### src/rtl/time_display_fmt.sv
// Display formatter: picks one of N_SRC second counts and emits {min, sec} via a
// sequential divide-by-60, or the raw value. Optional macro DISP_HOURS_EN adds disp_hr.
//
// state | meaning
// IDLE  | waiting for start; source value and fmt bit latched on accept
// LOAD  | divider initialised from the latched value
// DIV   | restoring divide-by-60, one quotient bit per cycle
// DIV2  | (DISP_HOURS_EN) second divide of the minute count into hours
// DONE  | outputs registered, disp_valid pulsed
module time_display_fmt #(
    parameter int N_SRC   = 4,
    parameter int TIME_W  = 12,
    parameter int FIELD_W = 6,
    localparam int SEL_W  = $clog2(N_SRC)
) (
    input  logic                    clk,
    input  logic                    nrst,
    input  logic [N_SRC*TIME_W-1:0] src_time,
    input  logic [N_SRC-1:0]        src_fmt,
    input  logic [SEL_W-1:0]        sel,
    input  logic                    start,
    output logic                    busy,
    output logic                    disp_valid,
    output logic [2*FIELD_W-1:0]    disp_out,
`ifdef DISP_HOURS_EN
    output logic [FIELD_W-1:0]      disp_hr,
`endif
    output logic                    disp_ovf
);

    localparam int N_PAD = 1 << SEL_W;
    localparam int REM_W = 7;
    localparam int CNT_W = $clog2(TIME_W + 1);
    localparam logic [REM_W-1:0]   DIVISOR   = 7'd60;
    localparam logic [TIME_W-1:0]  FIELD_MAX = TIME_W'((1 << FIELD_W) - 1);
    localparam logic [FIELD_W-1:0] SAT_MAX   = '1;
    localparam logic [FIELD_W-1:0] SEC_SAT   = FIELD_W'(59);

    typedef enum logic [2:0] {
        S_IDLE = 3'd0,
        S_LOAD = 3'd1,
        S_DIV  = 3'd2,
`ifdef DISP_HOURS_EN
        S_DIV2 = 3'd3,
`endif
        S_DONE = 3'd4
    } state_t;

    state_t state, state_nxt;

    // Unpopulated select codes read as value 0, fmt 0.
    logic [N_PAD-1:0][TIME_W-1:0] src_arr;
    logic [N_PAD-1:0]             fmt_arr;

    for (genvar g = 0; g < N_PAD; g++) begin : g_src
        if (g < N_SRC) begin : g_real
            assign src_arr[g] = src_time[g*TIME_W +: TIME_W];
            assign fmt_arr[g] = src_fmt[g];
        end else begin : g_pad
            assign src_arr[g] = '0;
            assign fmt_arr[g] = 1'b0;
        end
    end

    logic [TIME_W-1:0] val_r;
    logic              fmt_r;
    logic [TIME_W-1:0] dvd;
    logic [REM_W-1:0]  rem;
    logic [CNT_W-1:0]  cnt;
`ifdef DISP_HOURS_EN
    logic [FIELD_W-1:0] sec_r;
`endif

    logic              accept, load_div, div_step, div_last, div1_last, finish;
    logic [REM_W-1:0]  rem_sh, rem_nxt;
    logic              sub_ok;
    logic [TIME_W-1:0] quo_nxt;

    always_ff @(posedge clk or negedge nrst) begin
        if (!nrst) begin
            state <= S_IDLE;
        end else begin
            state <= state_nxt;
        end
    end

    always_comb begin
        state_nxt = state;
        case (state)
            S_IDLE: if (start) state_nxt = S_LOAD;
            S_LOAD: state_nxt = fmt_r ? S_DIV : S_DONE;
`ifdef DISP_HOURS_EN
            S_DIV:  if (div_last) state_nxt = S_DIV2;
            S_DIV2: if (div_last) state_nxt = S_DONE;
`else
            S_DIV:  if (div_last) state_nxt = S_DONE;
`endif
            S_DONE: state_nxt = S_IDLE;
            default: state_nxt = S_IDLE;
        endcase
    end

    always_comb begin
        accept    = 1'b0;
        load_div  = 1'b0;
        div_step  = 1'b0;
        div1_last = 1'b0;
        finish    = 1'b0;
        div_last  = (cnt == CNT_W'(1));
        case (state)
            S_IDLE: accept = start;
            S_LOAD: load_div = 1'b1;
            S_DIV: begin
                div_step  = 1'b1;
                div1_last = div_last;
            end
`ifdef DISP_HOURS_EN
            S_DIV2: div_step = 1'b1;
`endif
            S_DONE: finish = 1'b1;
            default: ;
        endcase
    end

    assign busy = (state != S_IDLE);

    // Quotient bits shift into the dividend register as its MSBs shift out.
    assign rem_sh  = {rem[REM_W-2:0], dvd[TIME_W-1]};
    assign sub_ok  = (rem_sh >= DIVISOR);
    assign rem_nxt = sub_ok ? (rem_sh - DIVISOR) : rem_sh;
    assign quo_nxt = {dvd[TIME_W-2:0], sub_ok};

    always_ff @(posedge clk or negedge nrst) begin
        if (!nrst) begin
            val_r      <= '0;
            fmt_r      <= 1'b0;
            dvd        <= '0;
            rem        <= '0;
            cnt        <= '0;
            disp_valid <= 1'b0;
            disp_out   <= '0;
            disp_ovf   <= 1'b0;
`ifdef DISP_HOURS_EN
            sec_r      <= '0;
            disp_hr    <= '0;
`endif
        end else begin
            if (accept) begin
                val_r <= src_arr[sel];
                fmt_r <= fmt_arr[sel];
            end

            if (load_div) begin
                dvd <= val_r;
                rem <= '0;
                cnt <= CNT_W'(TIME_W);
            end else if (div_step) begin
                dvd <= quo_nxt;
                rem <= rem_nxt;
                cnt <= cnt - CNT_W'(1);
`ifdef DISP_HOURS_EN
                // Seconds are final after the first pass; restart on the minute count.
                if (div1_last) begin
                    sec_r <= FIELD_W'(rem_nxt);
                    rem   <= '0;
                    cnt   <= CNT_W'(TIME_W);
                end
`endif
            end

            disp_valid <= finish;

            if (finish) begin
                if (!fmt_r) begin
                    disp_out <= (2*FIELD_W)'(val_r);
                    disp_ovf <= 1'b0;
`ifdef DISP_HOURS_EN
                    disp_hr  <= '0;
`endif
                end else if (dvd > FIELD_MAX) begin
                    disp_ovf <= 1'b1;
`ifdef DISP_HOURS_EN
                    disp_hr  <= SAT_MAX;
                    disp_out <= {SEC_SAT, SEC_SAT};
`else
                    disp_out <= {SAT_MAX, SEC_SAT};
`endif
                end else begin
                    disp_ovf <= 1'b0;
`ifdef DISP_HOURS_EN
                    disp_hr  <= FIELD_W'(dvd);
                    disp_out <= {FIELD_W'(rem), sec_r};
`else
                    disp_out <= {FIELD_W'(dvd), FIELD_W'(rem)};
`endif
                end
            end
        end
    end

endmodule

### config.mk
export PLATFORM = sky130hd
export DESIGN_NAME = time_display_fmt
export DESIGN_NICKNAME = d
export VERILOG_FILES = /design/src/rtl/time_display_fmt.sv
export SDC_FILE = /design/constraint.sdc
export NUM_CORES = 1
export LEC_CHECK = 0
export BUFFER_PORTS_ARGS = -buffer_cell sky130_fd_sc_hd__buf_4
export CORE_UTILIZATION = 50
export DETAILED_ROUTE_END_ITERATION = 12
export PLACE_DENSITY = 0.87
export SKIP_CTS_REPAIR_TIMING = 1
export SLEW_MARGIN = 20
export SYNTH_ARGS = -nofsm -noshare
export SYNTH_HDL_FRONTEND = slang
export SYNTH_SLANG_ARGS = --single-unit
### constraint.sdc
create_clock -name clk -period 3.3 [get_ports clk]
set_clock_uncertainty 0.05 [all_clocks]
set_input_delay 0.165 -clock clk [delete_from_list [all_inputs] [get_ports clk]]
set_output_delay 0.165 -clock clk [all_outputs]
set_load 0.02 [all_outputs]
# == After elaboration in Yosys (flattened, before gate mapping) ==
# Cells that the tools add are included.
# word_totals
ff_bits,52
input_bits,57
wordCells,47
# classes
addsub,2
n_lt_le_gt_ge,3
eq_ne,6
mux,23
reduce_logical,4
# op_table
op,n
$mux 12,5
$bmux 12 s2,1
$mux 6,3
$gt 12x6->1 const B,1
$mux 3,3
$pmux 3 s3,1
$mux 4,2
$ge 7x6->1 const B,1
$mux 1,7
$sub 6x6->6 const B,1
$eq 4x1->1 const B,1
$ne 2x2->1 const B,2
$sub 4x1->4 const B,1
$eq 3x1->1 const B,1
$eq 3x2->1 const B,1
$eq 3x3->1 const B,1
$logic_not 3->1,1
$lt 2x3->1 const B,1
$reduce_bool 3->1,1
$bmux 1 s2,1
$reduce_and 2->1,1
$reduce_bool 2->1,1

# == Depth between registers and ports, before layout ==
# Gate-level depths: netlist of the first run.
# depth
ltp_word,4
depth_mapped,6

# == Worst setup path after synthesis of the first run ==
# No wires, ideal clock.
# synth_path
path_kind,flip-flop to flip-flop
from,reg state[1]
to,reg fmt_r
arrival_ns,1.500
required_time_ns,3.125
setup_slack_ns,1.625
path_stages_with_launch,6
period_less_slack_ns,1.675
path_cell_list,dfrtp_1 -> buf_6 -> or3_4 -> nor2_8 -> buf_12 -> mux2_4
# synth_between
elab_chain_len,2
# synth_lines
element,line_no,rtl
from (decl),49,"state_t state, state_nxt;"
from (signal assigned),83,state <= state_nxt;
$logic_not 3->1,110,case (state)
$mux 1,110,
to (signal assigned),150,fmt_r <= fmt_arr[sel];
to (decl),66,logic fmt_r;
# No other way between the ends.
# A chain may end at the register's enable or synchronous reset.

# == Final worst setup path of the first run ==
# layout_path
from,reg state[1]
to,reg rem[2]
# layout_between
elab_chain_len,3
elab_cells_between_ends,6
classes_between,2 x eq/ne; 3 x mux; 1 x reduce/logical
# layout_lines
element,line_no,rtl
$eq 3x1->1 or $eq 3x2->1 (tied branches),110,
$mux 1,110,
$mux 6 or $reduce_bool 2->1 (tied branches),--,
to (signal assigned),159,rem <= rem_nxt;
to (decl),68,logic [REM_W-1:0] rem;
# Several ways; a longest one is shown, not always the timed one.

==> metrics.md, run 1 <==
| Metric | Value |
|---|---|
| Worst Tran Pin Value | 0.835 ns |
| GRT overflow | 0 |
| Most frequent cells in the layout | buf_4, dfrtp_1, o21ai_0 |
| CP Launch Type | flip-flop |
| Crit path buffers/inverters | 0 |
| Total power | 2910 uW |
| Post-Syn Area | roughly 2800 sq um |
| Clock latency on the worst-skew pair | 0.31 ns |
| Max Fclk | about 490 MHz |
| Crit share post-route | 0.622 |
| Critical Path RT | 3.45 ns |
| Buffers on Ports | a little over 70 |
| LEAKAGE | 0.00160 uW |
| Final setup viols | 0 |
| Nets | ~370 |
| Largest net degree at the start of global routing | 53 |
| Yosys cell types | 36 |
| CTS Sinks | 52 |
| Seq/Total Area, Yosys | 0.466 |
| WHS | 0.189 ns |
| Clock Power Share | 0.155 |
| Die area | 5890 sq um |
| Die H | between 70 and 80 microns |
| Final slew viol count | 0 |
| Tmin final | between 2 and 2.5 ns |
| Synth Warn # | 0 |
| Synth-to-Final Area Change | 23.5% |
| Sw Ratio | 0.390 |
| Max Cap Viol | 0 |
| Combinational power share | 0.409 |
| Status | finished, final reports clean |
| Setup_tns | 0 ns |
| Final wirelength | approximately 5800 microns |
| Cell taking the most area after synthesis | dfrtp_1 |
| Rel. slew slack | 0.443 |
| Internal power | between 1500 and 2000 uW |
| Clock tree from TritonCTS | built |
| Critical path class | reg2reg |
| Wirelength per Cell | 15.4 microns |
| RSZ-0062 raised after global routing | no |
| Width of the die | 76.8 microns |
| Antenna violations before repair | 0 |
| First-pass GRT wire length | 9690 microns |
| RePlAce Congestion | 0.854 |
| Total GRT Usage | 0.211 |
| Critical path's top delay family | simple AND/OR/NAND/NOR gates |
| Vias post-DR | 2129 |
| Commonest non-fill, non-tap cell in the layout | buf_4 |
| Design Area, Final | 3450 sq um |
| Share of cells above drive strength 1 | 0.348 |
| Worst Path Arrival | 2.20 ns |
| Number of global-route vias before repair | 2111 |
| Cell area after placement | 3320 sq um |
| Crit-path max FO | 26 |
| Worst hold path class | in2reg |
| DP HPWL | roughly 4400 microns |
| Slowest-stage cell, CP | nor2_2 |
| Post-layout util | 0.659 |
| Ant diodes | 0 |
| Deepest clock path buffer count | 2 |
| Vias/cell | 5.60 |
| DRT iter0 DRCs | 134 |
| Switching power | 1140 uW |
| Total CTS buffers | 5 |
| Yosys top cell area share | 0.466 |
| Synthesized area per cell | 11.5 sq um |
| Boundary Pins | 72 |
| Final Hold Fails | 0 |
| Synthesized flop and latch total | 52 |
| Initial Util | 0.534 |
| CP Capture Type | flip-flop |
| Power density over cell area | ~840 nW/um^2 |
| Drc violations | 0 |
| Register share of total power | 0.436 |
| CTS H-tree depth | 2 |
| Syn Nets | 304 |
| Mapped Cells | 244 |
| CP cell instances | nand2b_1, nor2_2, nor2_1, a22o_1 |
| Clock root buffer | clkbuf_8 |
| Synth area leaders | dfrtp_1, mux4_2, o21ai_0 |
| Routed Antenna Nets | 0 |
| Crit-path max cell delay | 0.66 ns |
| Core area | approximately 5200 sq um |
| FP Rows | 26 |
| CTS clock-pin slew for the worst setup and hold paths | 0.09 ns |
| Max IR drop VDD | 0.316 mV |
| Pre-Repair DR Iteration Count | 4 |
-- tightest hold or removal path: cells and delay by family --
kind / cells / cell delay (ns)
buffers and inverters: 2 / 0.23
AND/OR/NAND/NOR: 1 / 0.10
-- path summary, 6_finish.rpt --
kind	start	endpoint	slack, ns	cells after the start
worst max register to register	state[1]	rem[2]	1.25	4
worst min-delay path	start	state[0]	0.19	3
max in group asynchronous	nrst	disp_out[0]	2.43	2
worst min register to register	disp_out[9]	disp_out[9]	0.44	2
min in group asynchronous	nrst	val_r[0]	0.36	2
worst max-delay path	state[1]	rem[2]	1.25	4
-- cell type report --
type                    count  area, sq um
repair buffers             73          551
clock buffers               6         82.6
inverters                   8         30.0
clock inverters             2         38.8
multi-input cells         169         1360
fillers                   400         1790
flip-flops and latches     52         1300
well taps                  70         87.6
-- per-stage QoR --
stage,std cells,setup WS (ns)
after detailed placement,371,1.31
after floorplan,244,1.62
after CTS,379,1.29
final,380,1.25
after global placement,371,1.39
after global routing,380,1.13
-- cell families (layout without fill, tap and decap cells) --
family	after synthesis	in the layout	synth area share
DFF	52	52	0.466
and+or+nand+nor	61	61	0.115
adders and majority gates	3	3	0.0134
xor gates and xnor gates	3	3	0.00940
buffers and inverters	23	89	0.0474
AOI/OAI and AO/OA	63	63	0.131
muxes	39	39	0.218
-- power groups by stage --
stage                     combinational [uW]  clock, uW  sequential, uW
after floorplan                          859          0            1220
after global placement                  1140          0            1250
after detailed placement                1190          0            1270
after CTS                               1200        461            1260
after global routing                    1320        480            1310
final                                   1190        452            1270
-- state kept, by name (all words and copies together), names as in the netlist --
signal      count
disp_out       12
dvd            12
val_r          12
rem             6
cnt             4
state           3
disp_ovf        1
disp_valid      1
fmt_r           1
-- per-layer routing --
metal	share of wire	vias up	GRT usage
li1	-	1017	-
met1	0.43	1000	0.269
met2	0.48	105	0.360
met3	0.077	7	0.0405
met4	0.014	0	0.0712
met5	0	-	0
-- synthesized netlist by cell type --
cell type	count
ha_1	3
o22ai_1	13
nand3_1	1
dfrtp_1	52
nand2_1	32
mux2_2	6
nor2_1	6
nor3b_1	2
mux2i_1	13
inv_1	8
mux4_2	9
and4b_1	1
xnor2_1	1
xor2_1	2
nor4_2	1
nor2_8	1
nor2_2	1
nor4_1	1
a21oi_4	1
a21oi_1	8
or3_4	1
mux2_4	7
nand2b_1	11
or3b_1	1
a22o_1	3
buf_6	3
clkbuf_1	5
a2bb2oi_1	1
buf_2	6
or3b_2	1
o2bb2ai_1	2
mux4_1	4
a31oi_1	1
o21ai_0	34
nor3_1	1
buf_12	1
No activity file was read; power rests on OpenSTA's default activity.
==> run 2: changes to the inputs <==
--- a/config.mk
+++ b/config.mk
@@ -6,7 +6,7 @@
 export NUM_CORES = 1
 export LEC_CHECK = 0
 export BUFFER_PORTS_ARGS = -buffer_cell sky130_fd_sc_hd__buf_4
-export CORE_UTILIZATION = 50
+export CORE_UTILIZATION = 48
 export DETAILED_ROUTE_END_ITERATION = 12
 export PLACE_DENSITY = 0.87
 export SKIP_CTS_REPAIR_TIMING = 1
==> constraint.sdc (replaced) <==
create_clock -name clk -period 1.7 [get_ports clk]
set_clock_uncertainty 0.05 [all_clocks]
set_input_delay 0.085 -clock clk [delete_from_list [all_inputs] [get_ports clk]]
set_output_delay 0.085 -clock clk [all_outputs]
set_load 0.02 [all_outputs]
==> metrics.md, run 2 (same netlist as run 1, synthesis figures left out) <==
| Metric | Value |
|---|---|
| Crit share post-route | 0.950 (+0.328) |
| Tmin final | 1.62 ns (-0.439 ns) |
| Buffers on Ports | 71 (unchanged) |
| Drc violations | 0 (unchanged) |
| Max Fclk | 619 MHz (+27%) |
| Final wirelength | 5900 microns (+1.1%) |
| FF+latch area | 1300 sq um (unchanged) |
| Worst Tran Pin Value | 0.631 ns (-0.204 ns) |
| Most frequent cells in the layout | buf_4, dfrtp_1, o21ai_0 |
| Slowest-stage cell, CP | dfrtp_1 |
| RePlAce Congestion | 0.862 (+0.88%) |
| Critical path class | reg2reg |
| Max IR drop VDD | 0.711 mV (+120%) |
| LEAKAGE | 0.00165 uW (+2.9%) |
| First-pass GRT wire length | 10000 microns (+3.2%) |
| Largest regs | disp_out: 12 flops, dvd: 12 flops, val_r: 12 flops |
| Critical Path RT | 1.85 ns (-1.60 ns) |
| Vias post-DR | 2185 (+2.6%) |
| GRT overflow | 0 (unchanged) |
| CTS clock-pin slew for the worst setup and hold paths | 0.10 ns (about the same) |
| Core area | 5570 sq um (+6.4%) |
| Routed Antenna Nets | 0 (unchanged) |
| Hold path cells | 3 (unchanged) |
| CP Launch Type | flip-flop |
| Share of cells above drive strength 1 | 0.380 (+0.0317) |
| Ant diodes | 0 (unchanged) |
| Number of global-route vias before repair | 2119 (+0.38%) |
| CTS Sinks | 52 (unchanged) |
| DRT iter0 DRCs | 199 (+49%) |
| Status | finished, final reports clean |
| Worst Reg-to-Reg Cells | 3 (-1) |
| Worst Path Arrival | 1.76 ns (-0.44 ns) |
| Boundary Pins | 72 (unchanged) |
| Critical path's top delay family | simple AND/OR/NAND/NOR gates |
| Power density over cell area | 1610 nW/um^2 (+91%) |
| CP Capture Type | flip-flop |
| Worst hold start | src_time[43] |
| R2R Setup Slk | 0.08 ns (-1.16 ns) |
| Multi-input gate area | 1380 sq um (+1.0%) |
| Fillers | 439 (+9.8%) |
| Width of the die | 78.3 microns (+2.0%) |
| Worst R2R Start | state[2] |
| Largest net degree at the start of global routing | 53 (unchanged) |
| Crit path buffers/inverters | 0 (unchanged) |
| Clock latency on the worst-skew pair | 0.31 ns (about the same) |
| Synth-to-Final Area Change | 26.0% |
| FP Rows | 27 (+3.8%) |
| Design Area, Final | 3520 sq um (+2.0%) |
| Commonest non-fill, non-tap cell in the layout | buf_4 |
| R2r endpoint | val_r[1] |
| Wirelength per Cell | 15.0 microns (-2.3%) |
| Cell area after placement | 3410 sq um (+2.6%) |
| Rel. slew slack | 0.579 (+0.136) |
| Crit-path max cell delay | 0.44 ns (-0.22 ns) |
| Nets | 380 (+3.0%) |
| Antenna violations before repair | 0 (unchanged) |
| Vias/cell | 5.56 (-0.76%) |
| DP HPWL | 4520 microns (+1.9%) |
| Initial Util | 0.501 (-0.0322) |
| Final slew viol count | 0 (unchanged) |
| CTS H-tree depth | 2 (unchanged) |
| CP cell instances | or3_4, nor2_8, mux2_2 |
| Pre-Repair DR Iteration Count | 4 (unchanged) |
| Clock tree from TritonCTS | built |
| Clock root buffer | clkbuf_8 |
| Die H | 78.3 microns (+2.0%) |
| Crit-path max FO | 15 (-42%) |
| Die area | 6130 sq um (+4.1%) |
| Total GRT Usage | 0.213 (+0.00210) |
| Deepest clock path buffer count | 2 (unchanged) |
| Worst hold path class | in2reg |
| Worst Hold End | val_r[7] |
| RSZ-0062 raised after global routing | no |
| Worst path depth | 3 (-1) |
| Final setup viols | 0 (unchanged) |
| Total CTS buffers | 5 (unchanged) |
| Setup_tns | 0 ns (unchanged) |
| Max Cap Viol | 0 (unchanged) |
| Final Hold Fails | 0 (unchanged) |
==> run 2: worst max path at each step <==
stage              from       end  slack [ns]
3_5_place_dp     rem[1]    rem[3]        0.04
4_1_cts          rem[1]    rem[3]        0.03
2_1_floorplan  state[1]     fmt_r        0.02
5_1_grt        state[1]    dvd[7]        0.02
6_report       state[2]  val_r[1]        0.08
3_3_place_gp     rem[1]    rem[3]        0.09
==> run 2: cell type report <==
class	count	area share
Inverter	8	0.00853
Clock inverter	3	0.00640
Tap cell	72	0.0256
Sequential cell	52	0.370
Clock buffer	5	0.0195
Timing Repair Buffer	84	0.180
Multi-Input combinational cell	169	0.391
==> run 2: where the power goes <==
group | leakage, uW | internal [uW] | switching, uW
sequential | 0.000645 | 1800 | 542
combinational | 0.000955 | 1300 | 1300
clock | 0.0000485 | 296 | 434
total | 0.00165 | 3400 | 2280
==> run 2: metal layers <==
layer / up-vias / wire length [microns] / track usage
li1: 1035 / - / -
met2: 87 / 2780 / 0.330
met3: 12 / 423 / 0.0535
met5: - / 0 / 0
met4: 0 / 124 / 0.0722
met1: 1051 / 2570 / 0.294
==> run 2: worst register-to-register path, stage by stage (launching register included) <==
cell and delay, ns:
dfrtp_1 0.44, or3_4 0.39, nor2_8 0.25, mux2_2 0.37
==> run 2: through the flow <==
step                      worst slack, ns  hold WS (ns)  cells  utilization  power [uW]
after floorplan                    0.0248        -0.261    244            -        4030
after global placement             0.0930        0.0943    384        0.611        4820
after detailed placement           0.0450         0.103    384        0.611        4940
after CTS                          0.0315        -0.239    392        0.627        5660
after global routing               0.0197         0.152    393        0.632        6080
final                              0.0844         0.157    393        0.632        5670
